==> src/rtl/i2c_target_rx.sv <==
// i2c_target_rx
// Write-only I2C target receiver. Oversamples the raw SCL/SDA pins with the
// system clock, decodes START/STOP, matches a 7-bit address with R/W = 0,
// ACKs the address and every accepted data byte, and hands each data byte
// to a consumer through a ready/valid style pulse. Reads are never ACKed.
//
// Ports
//   clk       system clock, all logic on its rising edge
//   reset_n   asynchronous active-low reset
//   scl_in    raw bus SCL (asynchronous to clk)
//   sda_in    raw bus SDA (asynchronous to clk)
//   sda_oe    1 = pull SDA low (open-drain), 0 = release
//   rx_ready  consumer can accept a byte
//   rx_data   last accepted data byte
//   rx_valid  one-clk pulse, rx_data newly valid
//   overrun   one-clk pulse, byte dropped because rx_ready was 0
//   busy      1 while addressed (ADDR_ACK, DATA, DATA_ACK)
module i2c_target_rx #(
  parameter logic [6:0] TARGET_ADDR = 7'h27
) (
  input  logic       clk,
  input  logic       reset_n,
  input  logic       scl_in,
  input  logic       sda_in,
  output logic       sda_oe,
  input  logic       rx_ready,
  output logic [7:0] rx_data,
  output logic       rx_valid,
  output logic       overrun,
  output logic       busy
);

  typedef enum logic [2:0] {
    IDLE,
    ADDR,
    ADDR_ACK,
    DATA,
    DATA_ACK,
    IGNORE
  } state_t;

  // Two synchronizer flops plus one delay flop per pin; all reset to 1 so
  // the bus looks idle and no edge is flagged coming out of reset.
  logic scl_meta_reg, scl_sync_reg, scl_dly_reg;
  logic sda_meta_reg, sda_sync_reg, sda_dly_reg;

  always_ff @(posedge clk or negedge reset_n) begin
    if (!reset_n) begin
      scl_meta_reg <= 1'b1;
      scl_sync_reg <= 1'b1;
      scl_dly_reg  <= 1'b1;
      sda_meta_reg <= 1'b1;
      sda_sync_reg <= 1'b1;
      sda_dly_reg  <= 1'b1;
    end else begin
      scl_meta_reg <= scl_in;
      scl_sync_reg <= scl_meta_reg;
      scl_dly_reg  <= scl_sync_reg;
      sda_meta_reg <= sda_in;
      sda_sync_reg <= sda_meta_reg;
      sda_dly_reg  <= sda_sync_reg;
    end
  end

  logic scl_rise, scl_fall, sda_rise, sda_fall;
  logic start_det, stop_det;

  assign scl_rise  = scl_sync_reg & ~scl_dly_reg;
  assign scl_fall  = ~scl_sync_reg & scl_dly_reg;
  assign sda_rise  = sda_sync_reg & ~sda_dly_reg;
  assign sda_fall  = ~sda_sync_reg & sda_dly_reg;
  // SDA may only change while SCL is low; an SDA edge with SCL high is a
  // bus condition, never data.
  assign start_det = sda_fall & scl_sync_reg;
  assign stop_det  = sda_rise & scl_sync_reg;

  state_t      state_reg, state_next;
  logic [2:0]  cnt_reg, cnt_next;
  logic [7:0]  shift_reg, shift_next;
  logic        done_reg, done_next;      // 8 bits shifted, waiting for SCL fall
  logic [7:0]  rx_data_reg, rx_data_next;
  logic        rx_valid_reg, rx_valid_next;
  logic        overrun_reg, overrun_next;

  always_ff @(posedge clk or negedge reset_n) begin
    if (!reset_n) begin
      state_reg    <= IDLE;
      cnt_reg      <= 3'd0;
      shift_reg    <= 8'h00;
      done_reg     <= 1'b0;
      rx_data_reg  <= 8'h00;
      rx_valid_reg <= 1'b0;
      overrun_reg  <= 1'b0;
    end else begin
      state_reg    <= state_next;
      cnt_reg      <= cnt_next;
      shift_reg    <= shift_next;
      done_reg     <= done_next;
      rx_data_reg  <= rx_data_next;
      rx_valid_reg <= rx_valid_next;
      overrun_reg  <= overrun_next;
    end
  end

  always_comb begin
    state_next    = state_reg;
    cnt_next      = cnt_reg;
    shift_next    = shift_reg;
    done_next     = done_reg;
    rx_data_next  = rx_data_reg;
    rx_valid_next = 1'b0;
    overrun_next  = 1'b0;

    // START wins over any SCL edge flagged in the same clk.
    if (start_det) begin
      state_next = ADDR;
      cnt_next   = 3'd0;
      shift_next = 8'h00;
      done_next  = 1'b0;
    end else if (stop_det) begin
      state_next = IDLE;
      done_next  = 1'b0;
    end else begin
      case (state_reg)
        ADDR, DATA: begin
          if (scl_rise && !done_reg) begin
            shift_next = {shift_reg[6:0], sda_sync_reg};
            cnt_next   = cnt_reg + 3'd1;
            if (cnt_reg == 3'd7) begin
              done_next = 1'b1;
            end
          end else if (scl_fall && done_reg) begin
            // SCL fall ending bit 8: decide ACK/NACK for the 9th bit.
            done_next = 1'b0;
            cnt_next  = 3'd0;
            if (state_reg == ADDR) begin
              if ((shift_reg[7:1] == TARGET_ADDR) && !shift_reg[0]) begin
                state_next = ADDR_ACK;
              end else begin
                state_next = IGNORE;
              end
            end else if (rx_ready) begin
              rx_data_next  = shift_reg;
              rx_valid_next = 1'b1;
              state_next    = DATA_ACK;
            end else begin
              overrun_next = 1'b1;
              state_next   = IGNORE;
            end
          end
        end
        ADDR_ACK, DATA_ACK: begin
          // The SCL fall ending the ACK bit releases SDA.
          if (scl_fall) begin
            state_next = DATA;
            cnt_next   = 3'd0;
            shift_next = 8'h00;
          end
        end
        default: begin
        end
      endcase
    end
  end

  // Derived from the state register so that reset releases SDA at once;
  // the STOP mask releases it in the same clk the STOP is seen.
  assign sda_oe   = ((state_reg == ADDR_ACK) || (state_reg == DATA_ACK)) && !stop_det;
  assign busy     = (state_reg == ADDR_ACK) || (state_reg == DATA) || (state_reg == DATA_ACK);
  assign rx_data  = rx_data_reg;
  assign rx_valid = rx_valid_reg;
  assign overrun  = overrun_reg;

endmodule

==> config.mk <==
export PLATFORM = sky130hd
export DESIGN_NAME = i2c_target_rx
export DESIGN_NICKNAME = d
export VERILOG_FILES = /design/src/rtl/i2c_target_rx.sv
export SDC_FILE = /design/constraint.sdc
export NUM_CORES = 1
export LEC_CHECK = 0
export BUFFER_PORTS_ARGS = -buffer_cell sky130_fd_sc_hd__clkbuf_2
export CORE_ASPECT_RATIO = 1.25
export CORE_MARGIN = 4
export CORE_UTILIZATION = 51
export DETAILED_ROUTE_END_ITERATION = 7
export PLACE_DENSITY = 0.79
export SLEW_MARGIN = 20
export SYNTH_ARGS = -nofsm -noshare
export SYNTH_HDL_FRONTEND = slang
export SYNTH_SLANG_ARGS = --single-unit
export TNS_END_PERCENT = 30
==> constraint.sdc <==
create_clock -name clk -period 1.7 [get_ports clk]
set_input_delay 0 -clock clk [delete_from_list [all_inputs] [get_ports clk]]
set_output_delay 0 -clock clk [all_outputs]
set_load 0.1 [all_outputs]
======== Yosys cells after proc, flatten, opt, wreduce, memory -nomap -nowiden ========
Index checks and enable logic that the tools add are counted.
storage, ports and cells
  ROM bits ................................ 0
  output and inout bits ................... 12
  bits in registers ....................... 31
  memories kept ........................... 0
  bits in latches ......................... 0
  bits in writable memories ............... 0
  input bits .............................. 5
  word-level logic and storage cells ...... 103
operators by class
  bitwise logic cells ..................... 14
  add/sub/neg operators ................... 1
  muxes and demuxes ....................... 40
  shift operators ......................... 0
  $lt $le $gt $ge ......................... 0
  $mul .................................... 0
  equal/unequal tests ..................... 14
  reduce and logical (&&, ||, !) cells .... 21
  divide/modulo/power cells ............... 0
operators with widths
  operator             count
  $mux 3               12
  $mux 8               4
  $mux 1               21
  $ne 4x4->1 const B   4
  $pmux 8 s2           1
  $pmux 3 s2           2
  $reduce_and 4->1     3
  $not 1->1            8
  $reduce_bool 4->1    2
  $eq 7x6->1 const B   1
  $reduce_and 7->1     1
  $and 1x1->1          6
  $eq 3x2->1 const B   2
  $eq 3x3->1 const B   2
  $ne 3x3->1 const B   2
  $reduce_bool 3->1    2
  $logic_and 1x1->1    4
  $ne 4x3->1 const B   1
  $reduce_or 2->1      2
  $add 3x1->3 const B  1
  $eq 3x1->1 const B   1
  $logic_not 1->1      3
  $logic_or 1x1->1     3
  $reduce_and 3->1     1
  $ne 2x2->1 const B   1

======== Logic depth before layout (Yosys ltp) ========
Gate-level depths: netlist of run 1.
  depth in word-level cells ............... 9
  mapped depth ............................ 6
  depth with buffers taken out ............ 5

======== Least setup slack after synthesis of run 1 ========
No wires, ideal clock.
  path type ............................... flip-flop to output port
  start point ............................. reg state_reg[1]
  end point ............................... out sda_oe
  slack ................................... -548 ps
  stages on the path, launching flop included .. 5
  data required time ...................... 1,700 ps
  buffers on the path ..................... 1
  data arrival time ....................... 2,248 ps
  cells stage by stage .................... dfrtp_1 > buf_2 > xnor2_2 > or2_2 > nor2_1
between the ends
  word-level cells in the longest chain between the ends .. 3
  elaborated cells between the ends (all ways) .. 4
  those cells by class .................... eq/ne: 2; reduce/logical: 2
ends and longest elaborated chain
  element                                          line  source
  start: declaration                               77    state_t state_reg, state_next;
  start signal: assignment                         95    state_reg <= state_next;
  $eq 3x2->1 / $eq 3x3->1 (equally long branches)  168   assign sda_oe = ((state_reg == ADDR_ACK) || (state_reg == DATA_ACK)) && !stop_det;
  $logic_or 1x1->1 *                               168
  $logic_and 1x1->1 *                              168
  end: declaration                                 25    output logic sda_oe,
Every way passes the cells marked *; elsewhere a longest branch is shown, timed or not.

======== Final worst setup path of run 1 ========
  start point ............................. reg state_reg[1]
  end point ............................... reg cnt_reg[1]
between the ends
  word-level cells in the longest chain between the ends .. 5
  elaborated cells between the ends (all ways) .. 13
  those cells by class .................... eq/ne: 6; mux: 3; reduce/logical: 4
ends and longest elaborated chain
  element                                   line  source
  $eq 3x2->1, or another cell as far along  124   case (state_reg)
  $reduce_or 2->1                           124
  $pmux 3 s2                                124
  $mux 3                                    120   end else if (stop_det) begin
  $mux 3                                    115   if (start_det) begin
  end signal: assignment                    96    cnt_reg <= cnt_next;
  end: declaration                          78    logic [2:0] cnt_reg, cnt_next;
Several ways; a longest one is shown, not always the timed one. The select of a mux whose other input is x is not followed.
A chain may end at the register's enable or synchronous reset.

==> results of run 1 <==
kinds of logic (layout without fill, tap and decap cells):
logic type	after synthesis	in the layout	synth area share
compound gates	11	11	0.06788
xor+xnor	2	2	0.01656
fa+ha+maj	2	2	0.01655
buf+inv	15	64	0.04304
flops	31	31	0.5182
mux	23	23	0.1639
simple gates	41	41	0.1738
layer usage:
layer | up-vias | wire [um] | global-route usage
li1 | 531 | - | -
met1 | 548 | 1358 | 0.2054
met2 | 23 | 1711 | 0.3656
met3 | 5 | 135 | 0.05214
met4 | 0 | 51 | 0.08902
met5 | - | 0 | 0
power by group through the flow:
stage,Clock (mW),Sequential [mW],Combinational [mW]
after floorplan,0,0.967,0.923
after global placement,0,0.991,1.39
after detailed placement,0,1.00,1.44
after CTS,0.623,0.989,1.51
after global routing,0.659,1.00,1.64
final,0.612,0.993,1.53
area by class of cell:
type	instances	share of cell area
flip-flops and latches	31	0.3862
clock inverters	2	0.01722
well taps	34	0.02091
inverters	11	0.02030
repair buffers	45	0.1740
clock buffers	6	0.02522
multi-input cells	79	0.3561
metrics by stage:
stage               total power [mW]  setup slack (ps)  cell area (sq um)
floorplan                      1.891            -117.0               1558
global placement               2.379            -86.07               1866
detailed placement             2.440            -123.7               1866
CTS                            3.120            -141.6               2019
global route                   3.304            -247.4               2034
finish                         3.139            -154.0               2034
worst min path at each step:
| stage | startpoint | endpoint | slack (ps) | cells past startpoint |
|---|---|---|---|---|
| global route | scl_in | scl_meta_reg | 280 | 2 |
| finish | reset_n | done_reg | 250 | 2 |
| CTS | reset_n | done_reg | 280 | 2 |
| floorplan | reset_n | cnt_reg[0] | -300 | 0 |
| global placement | reset_n | done_reg | 90 | 1 |
| detailed placement | sda_in | sda_meta_reg | 90 | 1 |
worst register-to-register path, stage by stage (launching register included):
cell	delay, ps
dfrtp_2	460
or3_1	430
a31oi_2	310
nor4_4	80
buf_4	150
mux2_1	310
repair_timing:
action	in CTS	in global routing
endpoints found under the hold margin	28	0
endpoints found under the setup margin	23	23
setup buffers	1	0
resized for setup	5	3
pin swaps	0	1
hold buffers	4	0
cell usage in the layout, fill, tap and decap left out, types with 2 or more instances in the layout:
master         count
and3_1             3
dfstp_2            6
nor4_4             2
inv_1             11
clkbuf_2          14
mux2_2            10
mux2_1             4
nand3b_1           2
dlygate4sd3_1      4
clkbuf_4           5
dfrtp_1           23
buf_12             3
a2bb2oi_2          2
ha_1               2
and3b_1            3
dfrtp_2            2
a21oi_1            3
mux2i_1            9
nor3b_1            2
nand2_1           12
or3_1              2
buf_4             23
nor2_1             2
==> impl_metrics.ini, run 1 <==
[status]
status = finished, violations left
failed_checks = setup timing

[clock_network]
clkTransAtPathRegs_ps = 110
numCtsBuffers = 5
root_buffer = clkbuf_4
cts.sinks = 31
htreeDepth = 2
clock_latency_ps = 340
clockBufferDepth = 2
cts_tree = yes

[floorplan]
row_count = 21
die_area_sq_um = 3904
io_pins = 17
die_x_um = 56.69
die_h_um = 68.87
start_util = 0.5478
core_sq_um = 2759

[drt]
first_pass_iters = 4
totalWireLength_um = 3255
ant_nets = 0
route.detailed.drc = 0
vias_per_cell = 5.322
first_iter_violations = 21
post_drt_wl_per_cell_um = 15.65
vias = 1107

[synthesis]
synthCells = 125
async_flop_share = 1.000
ys_seq_area_frac = 0.5182
synth_fp_nets = 132
synth_cell_types = 38
synth_top_cell_by_area = dfrtp_1
synth-edff-count = 0
synth_warnings = 0
synth_area_leaders = dfrtp_1 41%, dfstp_2 10%, mux2_2 7.5%, mux2i_1 6.0%, mux2_1 3.0%
synth-main-ff-cell = dfrtp_1
synthTopCellsByCount = 25 x dfrtp_1, 12 x nand2_1, 11 x inv_1
synth_most_common_cell = dfrtp_1
synth_area_per_cell_sq_um = 12.09
syn-cell-area_sq_um = 1511
ys_ff_latch = 31
synth_top_area_frac = 0.4139

[setup_path]
critPathMaxStageDelay_ps = 460
rr_endpoint = cnt_reg[1]
critPathBufInv = 1
setup.worst_path.end = cnt_reg[1]
cp_top_family = simple AND/OR/NAND/NOR gates
cp_slowest_cell = dfrtp_2
worstReg2RegStart = state_reg[1]
reg2reg_depth = 5
critPathLaunchType = flop
crit_cells = 5
path_cells = or3_1 -> a31oi_2 -> nor4_4 -> buf_4 -> mux2_1
required_ps = 1920
crit_start = state_reg[1]
path_max_fanout = 6
rrSetupSlack_ps = -150
crit_arrival_ps = 2070
setup.worst_path.end_class = flop
worstSetupPathType = flop to flop

[sta]
rsz0062_at_grt = yes
fin_hold_ws_ps = 247.7
period_share = 1.091
setup-tns-final_ps = -2351
max_freq_ghz = 0.5394
timing.final.ws_setup_ps = -154.0
finalHoldViolations = 0
finalCriticalPeriod_ps = 1854
setup_viol = 22
relSlewSlack = 0.4906
worst_slew_pin_slew_ps = 764.1
slew_violations = 0
clock_skew_ps = 11.91

[finish]
finalCoreUtilization = 0.7374
area_delta_synth_final_pct = 34.60
layout.area.seq_sq_um = 785.8
fin_cells = 208
layout-drive-gt1-share = 0.4770
n_fill_cell = 198
multiInputGateArea_sq_um = 724.4
antenna_cells = 0
fin_nets = 180

[pwr]
p_sw_mw = 1.151
switching_share = 0.3666
power_density_nw_per_um2 = 1543
power_frac_seq = 0.316
power_leakage_nw = 0.9934
ir_worst_vdd_uv = 1310
p_int_mw = 1.988
pwr-share-comb = 0.488
clock_power_share = 0.195

[global_routing]
grt_max_degree = 32
grt_antenna_before_repair = 0
grt_overflow = 0
grt_pass1_vias = 1235
grt_pass1_wl_um = 5678
grt_use_total = 0.1953

[placed_design]
io_buffers = 16
placed_cells = 195
routabilityCongestion = 0.7670
dp_hpwl_um = 2281

[hold_path]
min_path_type = primary input to async pin

[run]
max-cap-violations = 0
Note: power is estimated with default switching activity, not from simulation.
==> run 2, diff against run 1 <==
--- a/config.mk
+++ b/config.mk
@@ -6,12 +6,12 @@
 export NUM_CORES = 1
 export LEC_CHECK = 0
 export BUFFER_PORTS_ARGS = -buffer_cell sky130_fd_sc_hd__clkbuf_2
-export CORE_ASPECT_RATIO = 1.25
 export CORE_MARGIN = 4
 export CORE_UTILIZATION = 51
 export DETAILED_ROUTE_END_ITERATION = 7
 export PLACE_DENSITY = 0.79
-export SLEW_MARGIN = 20
+export RECOVER_POWER = 50
+export SLEW_MARGIN = 5
 export SYNTH_ARGS = -nofsm -noshare
 export SYNTH_HDL_FRONTEND = slang
 export SYNTH_SLANG_ARGS = --single-unit
==> run 2 against run 1 <==
Effect of this change: the flow still finishes with violations (setup timing); non-clock buffer count is 1 higher; global-route usage is 0.77 points lower; combinational power is 9% higher; routed wire length is 4.6% higher; critical endpoint is now state_reg[2]; largest power group unchanged.
==> impl_metrics.ini, run 2 (synthesized netlist as in run 1, its figures left out) <==
[status]
status = finished, violations left
failed_checks = setup timing

[sta]
max_freq_ghz = 0.5321
setup_viol = 14
worst_slew_pin_slew_ps = 755.0
rsz0062_at_grt = yes
finalHoldViolations = 0
fin_hold_ws_ps = 263.5
clock_skew_ps = 8.425
finalCriticalPeriod_ps = 1879
relSlewSlack = 0.4967
slew_violations = 0
timing.final.ws_setup_ps = -179.2
period_share = 1.105

[pwr]
power_density_nw_per_um2 = 1493
clock_power_share = 0.132
pwr-share-comb = 0.542
p_int_mw = 1.890
power_leakage_nw = 0.9859
switching_share = 0.3876
ir_worst_vdd_uv = 862.5
p_sw_mw = 1.196
fin_total_pwr_mw = 3.086
power_frac_seq = 0.326

[drt]
route.detailed.drc = 0
ant_nets = 0
post_drt_wl_per_cell_um = 16.53
first_pass_iters = 5
first_iter_violations = 69
vias_per_cell = 5.563
totalWireLength_um = 3406
vias = 1146

[finish]
area_delta_synth_final_pct = 36.75
antenna_cells = 0
layout.cells.most_common_list = 23 x dfrtp_1, 22 x buf_4, 14 x clkbuf_2, 11 x nand2_1
finalCoreUtilization = 0.7368
layout-drive-gt1-share = 0.5600
final_common_cell = dfrtp_1
fin_nets = 181

[global_routing]
grt_antenna_before_repair = 0
grt_overflow = 0
grt_pass1_wl_um = 5664
grt_use_total = 0.1877
grt_pass1_vias = 1204
grt_max_degree = 32

[setup_path]
setup.worst_path.end_class = flop
rrSetupSlack_ps = -180
worstReg2RegStart = state_reg[1]
required_ps = 1920
reg2reg_depth = 4
critPathLaunchType = flop
cp_slowest_cell = dfrtp_2
worstSetupPathType = flop to flop
path_cells = or3b_4 -> or3_4 -> and3_1 -> mux2_2
critPathMaxStageDelay_ps = 470
rr_endpoint = state_reg[2]
crit_arrival_ps = 2100
path_max_fanout = 6

[clock_network]
numCtsBuffers = 5
htreeDepth = 2
cts.sinks = 31
cts_tree = yes
clock_latency_ps = 330
root_buffer = clkbuf_4
clkTransAtPathRegs_ps = 100
clockBufferDepth = 2

[floorplan]
die_x_um = 62.44
core_sq_um = 2805
die_h_um = 62.44
start_util = 0.5388
io_pins = 17
row_count = 19
die_area_sq_um = 3899

[placed_design]
io_buffers = 16
dp_hpwl_um = 2148
routabilityCongestion = 0.8414

[hold_path]
min_path_type = primary input to async pin

[run]
max-cap-violations = 0
[run 2: changes by cell type in the layout (fill, tap and decap cells not counted), moves of 2 or more]
cell,delta
buf_6,+2
mux2_1,-4
mux2_4,+4
or3_1,-2
or3_4,+2
[run 2: worst max path at each step]
stage | end | slack (ps) | from | cells past startpoint
2_1_floorplan | shift_reg[0] | -120 | scl_sync_reg | 5
3_3_place_gp | state_reg[2] | -80 | state_reg[2] | 4
3_5_place_dp | cnt_reg[0] | -160 | state_reg[2] | 5
4_1_cts | state_reg[2] | -100 | sda_sync_reg | 5
5_1_grt | state_reg[2] | -220 | state_reg[1] | 4
6_report | state_reg[2] | -180 | state_reg[1] | 4
[run 2: per-stage QoR]
stage	setup WS (ps)	setup TNS (ps)	cell area (sq um)	cells
after CTS	-98.13	-933.9	2023	206
after global placement	-81.09	-605.3	1824	189
final	-179.2	-1191	2067	206
after floorplan	-117.0	-1261	1558	125
after global routing	-216.3	-3006	2067	206
after detailed placement	-158.6	-1370	1824	189
[run 2: cell type report]
class / count / area [sq um]
flip-flops and latches: 31 / 785.8
clock buffers: 6 / 41.29
well taps: 31 / 38.79
clock inverters: 2 / 12.51
fillers: 181 / 738.2
inverters: 11 / 41.29
repair buffers: 46 / 356.6
multi-input cells: 79 / 790.8
[run 2: repair_timing]
| item | CTS | global route |
|---|---|---|
| hold endpoints to repair | 28 | 0 |
| pin swaps | 7 | 5 |
| hold buffers | 4 | 0 |
| buffers inserted | 5 | 0 |
| gates resized for setup | 14 | 13 |
| setup endpoints to repair | 24 | 23 |
[run 2: layer usage]
layer | part of all wire | global-route usage | vias to the layer above
li1 | - | - | 531
met1 | 0.44 | 0.2298 | 564
met2 | 0.48 | 0.3009 | 33
met3 | 0.037 | 0.05396 | 18
met4 | 0.044 | 0.09642 | 0
met5 | 0 | 0 | -
[run 2: power groups by stage]
stage               Clock [mW]  Combinational [mW]  Sequential, mW
CTS                      0.421                1.57           0.994
global route             0.460                1.77            1.02
floorplan                    0               0.923           0.967
finish                   0.406                1.67            1.01
global placement             0                1.34           0.990
detailed placement           0                1.38            1.00
[run 2: worst max-delay path, delay by kind of cell (launching register included)]
kind | cells | cell delay, ps
multiplexers | 1 | 260
flip-flops | 1 | 470
AND/OR/NAND/NOR | 3 | 1040
==> run 3, diff against run 2 <==
==> constraint.sdc (replaced) <==
create_clock -name clk -period 1.7 [get_ports clk]
set_input_delay 0 -clock clk [delete_from_list [all_inputs] [get_ports clk]]
set_output_delay 0 -clock clk [all_outputs]
set_load 0.005 [all_outputs]
==> run 3 against run 2 <==
Effect of this change: the run still ends with setup timing left; sequential power about the same; clock-buffer cell count increased by 1; total power decreased by 7.7%; first-iteration DRC count decreased by 16%; largest cell class is now sequential cells; largest power group unchanged; highest routed layer unchanged.
==> impl_metrics.ini, run 3 (synthesized netlist as in run 1, its figures left out) <==
[status]
status = finished, violations left
failed_checks = setup timing

[floorplan]
row_count = 19
start_util = 0.5388
die_area_sq_um = 3899
die_x_um = 62.44
die_h_um = 62.44
core_sq_um = 2805
io_pins = 17

[setup_path]
worstSetupPathType = flop to flop
critPathLaunchType = flop
path_max_fanout = 8
required_ps = 1930
crit_arrival_ps = 2020
setup.worst_path.end_class = flop

[finish]
finalCoreUtilization = 0.7199
layout.cells.most_common_list = 23 x dfrtp_1, 23 x buf_4, 16 x clkbuf_2, 12 x nand2_1
antenna_cells = 0
fin_nets = 181
n_fill_cell = 199
layout-drive-gt1-share = 0.5257
area_delta_synth_final_pct = 33.61

[pwr]
p_int_mw = 1.871
switching_share = 0.3433
power_leakage_nw = 0.9842
power_density_nw_per_um2 = 1410
p_sw_mw = 0.9778
fin_total_pwr_mw = 2.848
power_frac_seq = 0.357
clock_power_share = 0.174
pwr-share-comb = 0.469
ir_worst_vdd_uv = 1073

[sta]
timing.final.ws_setup_ps = -94.75
period_share = 1.056
setup_viol = 14
relSlewSlack = 0.5046
max_freq_ghz = 0.5572
setup-tns-final_ps = -841.6
worst_slew_pin_slew_ps = 743.0
finalCriticalPeriod_ps = 1795
finalHoldViolations = 0
clock_skew_ps = 7.546
rsz0062_at_grt = yes
slew_violations = 0

[clock_network]
htreeDepth = 2
clockBufferDepth = 2
cts_tree = yes
clkTransAtPathRegs_ps = 100
clock_latency_ps = 330
cts.sinks = 31
numCtsBuffers = 5
root_buffer = clkbuf_4

[global_routing]
grt_pass1_vias = 1236
grt_antenna_before_repair = 0
grt_max_degree = 32
grt_pass1_wl_um = 5802
grt_use_total = 0.1925
grt_overflow = 0

[drt]
first_pass_iters = 4
first_iter_violations = 58
ant_nets = 0
route.detailed.drc = 0
post_drt_wl_per_cell_um = 15.71
vias = 1109
totalWireLength_um = 3236
vias_per_cell = 5.383

[run]
max-cap-violations = 0

[placed_design]
dp_hpwl_um = 2173
routabilityCongestion = 0.8303
io_buffers = 16

[hold_path]
min_path_type = primary input to async pin
## run 3: changes by cell type in the layout (fill, tap and decap cells not counted), sizes merged
cell,change
buf,-1
clkinv,-1
clkbuf,+2
## run 3: critical path, cell delays in order, from the launching register on
cell and delay (ps):
dfrtp_2 490, or3b_4 430, or3_1 360, and3_1 150
mux2_2 250
## run 3: area by class of cell
type,instances,area [sq um],share of cell area
clock buffer,7,65.06,0.03222
clock inverter,1,7.507,0.003717
inverter,11,41.29,0.02045
multi-input combinational,79,745.7,0.3693
sequential,31,785.8,0.3891
tap,31,38.79,0.01921
timing repair buffer,46,335.3,0.1660
## run 3: final timing paths
| path | startpoint | to | slack, ps | depth (start not counted) |
|---|---|---|---|---|
| max | state_reg[2] | state_reg[2] | -90 | 4 |
| min | reset_n | rx_data[3] | 260 | 2 |
| max reg2reg | state_reg[2] | state_reg[2] | -90 | 4 |
| min reg2reg | scl_meta_reg | scl_sync_reg | 360 | 0 |
| max in group asynchronous | reset_n | state_reg[2] | 930 | 2 |
| min in group clk | sda_in | sda_meta_reg | 290 | 2 |
## run 3: routing by layer
| layer | global-route usage | share of wire |
|---|---|---|
| met1 | 0.2281 | 0.46 |
| met2 | 0.3129 | 0.48 |
| met3 | 0.06295 | 0.038 |
| met4 | 0.09642 | 0.022 |
| met5 | 0 | 0 |
## run 3: power groups by stage
stage	clock (mW)	sequential, mW	combinational, mW
3_3_place_gp	0	0.989	1.13
2_1_floorplan	0	0.967	0.743
3_5_place_dp	0	1.01	1.16
5_1_grt	0.555	1.03	1.44
4_1_cts	0.516	0.999	1.27
6_report	0.497	1.02	1.34
## run 3: metrics by stage
stage / cells / hold slack (ps) / area (sq um) / setup slack (ps)
floorplan: 125 / -295.6 / 1555 / -117.0
global placement: 189 / 86.68 / 1807 / -90.99
detailed placement: 189 / 88.85 / 1807 / -126.4
CTS: 206 / 267.4 / 1994 / -92.39
global route: 206 / 295.1 / 2019 / -159.8
finish: 206 / 256.1 / 2019 / -94.75
## run 3: timing repair
item                       in CTS  in global routing
resized for setup               9                  7
hold buffers                    4                  0
hold endpoints to repair       28                  0
pin swaps                       5                  6
setup buffers                   5                  0
setup endpoints to repair      22                 23
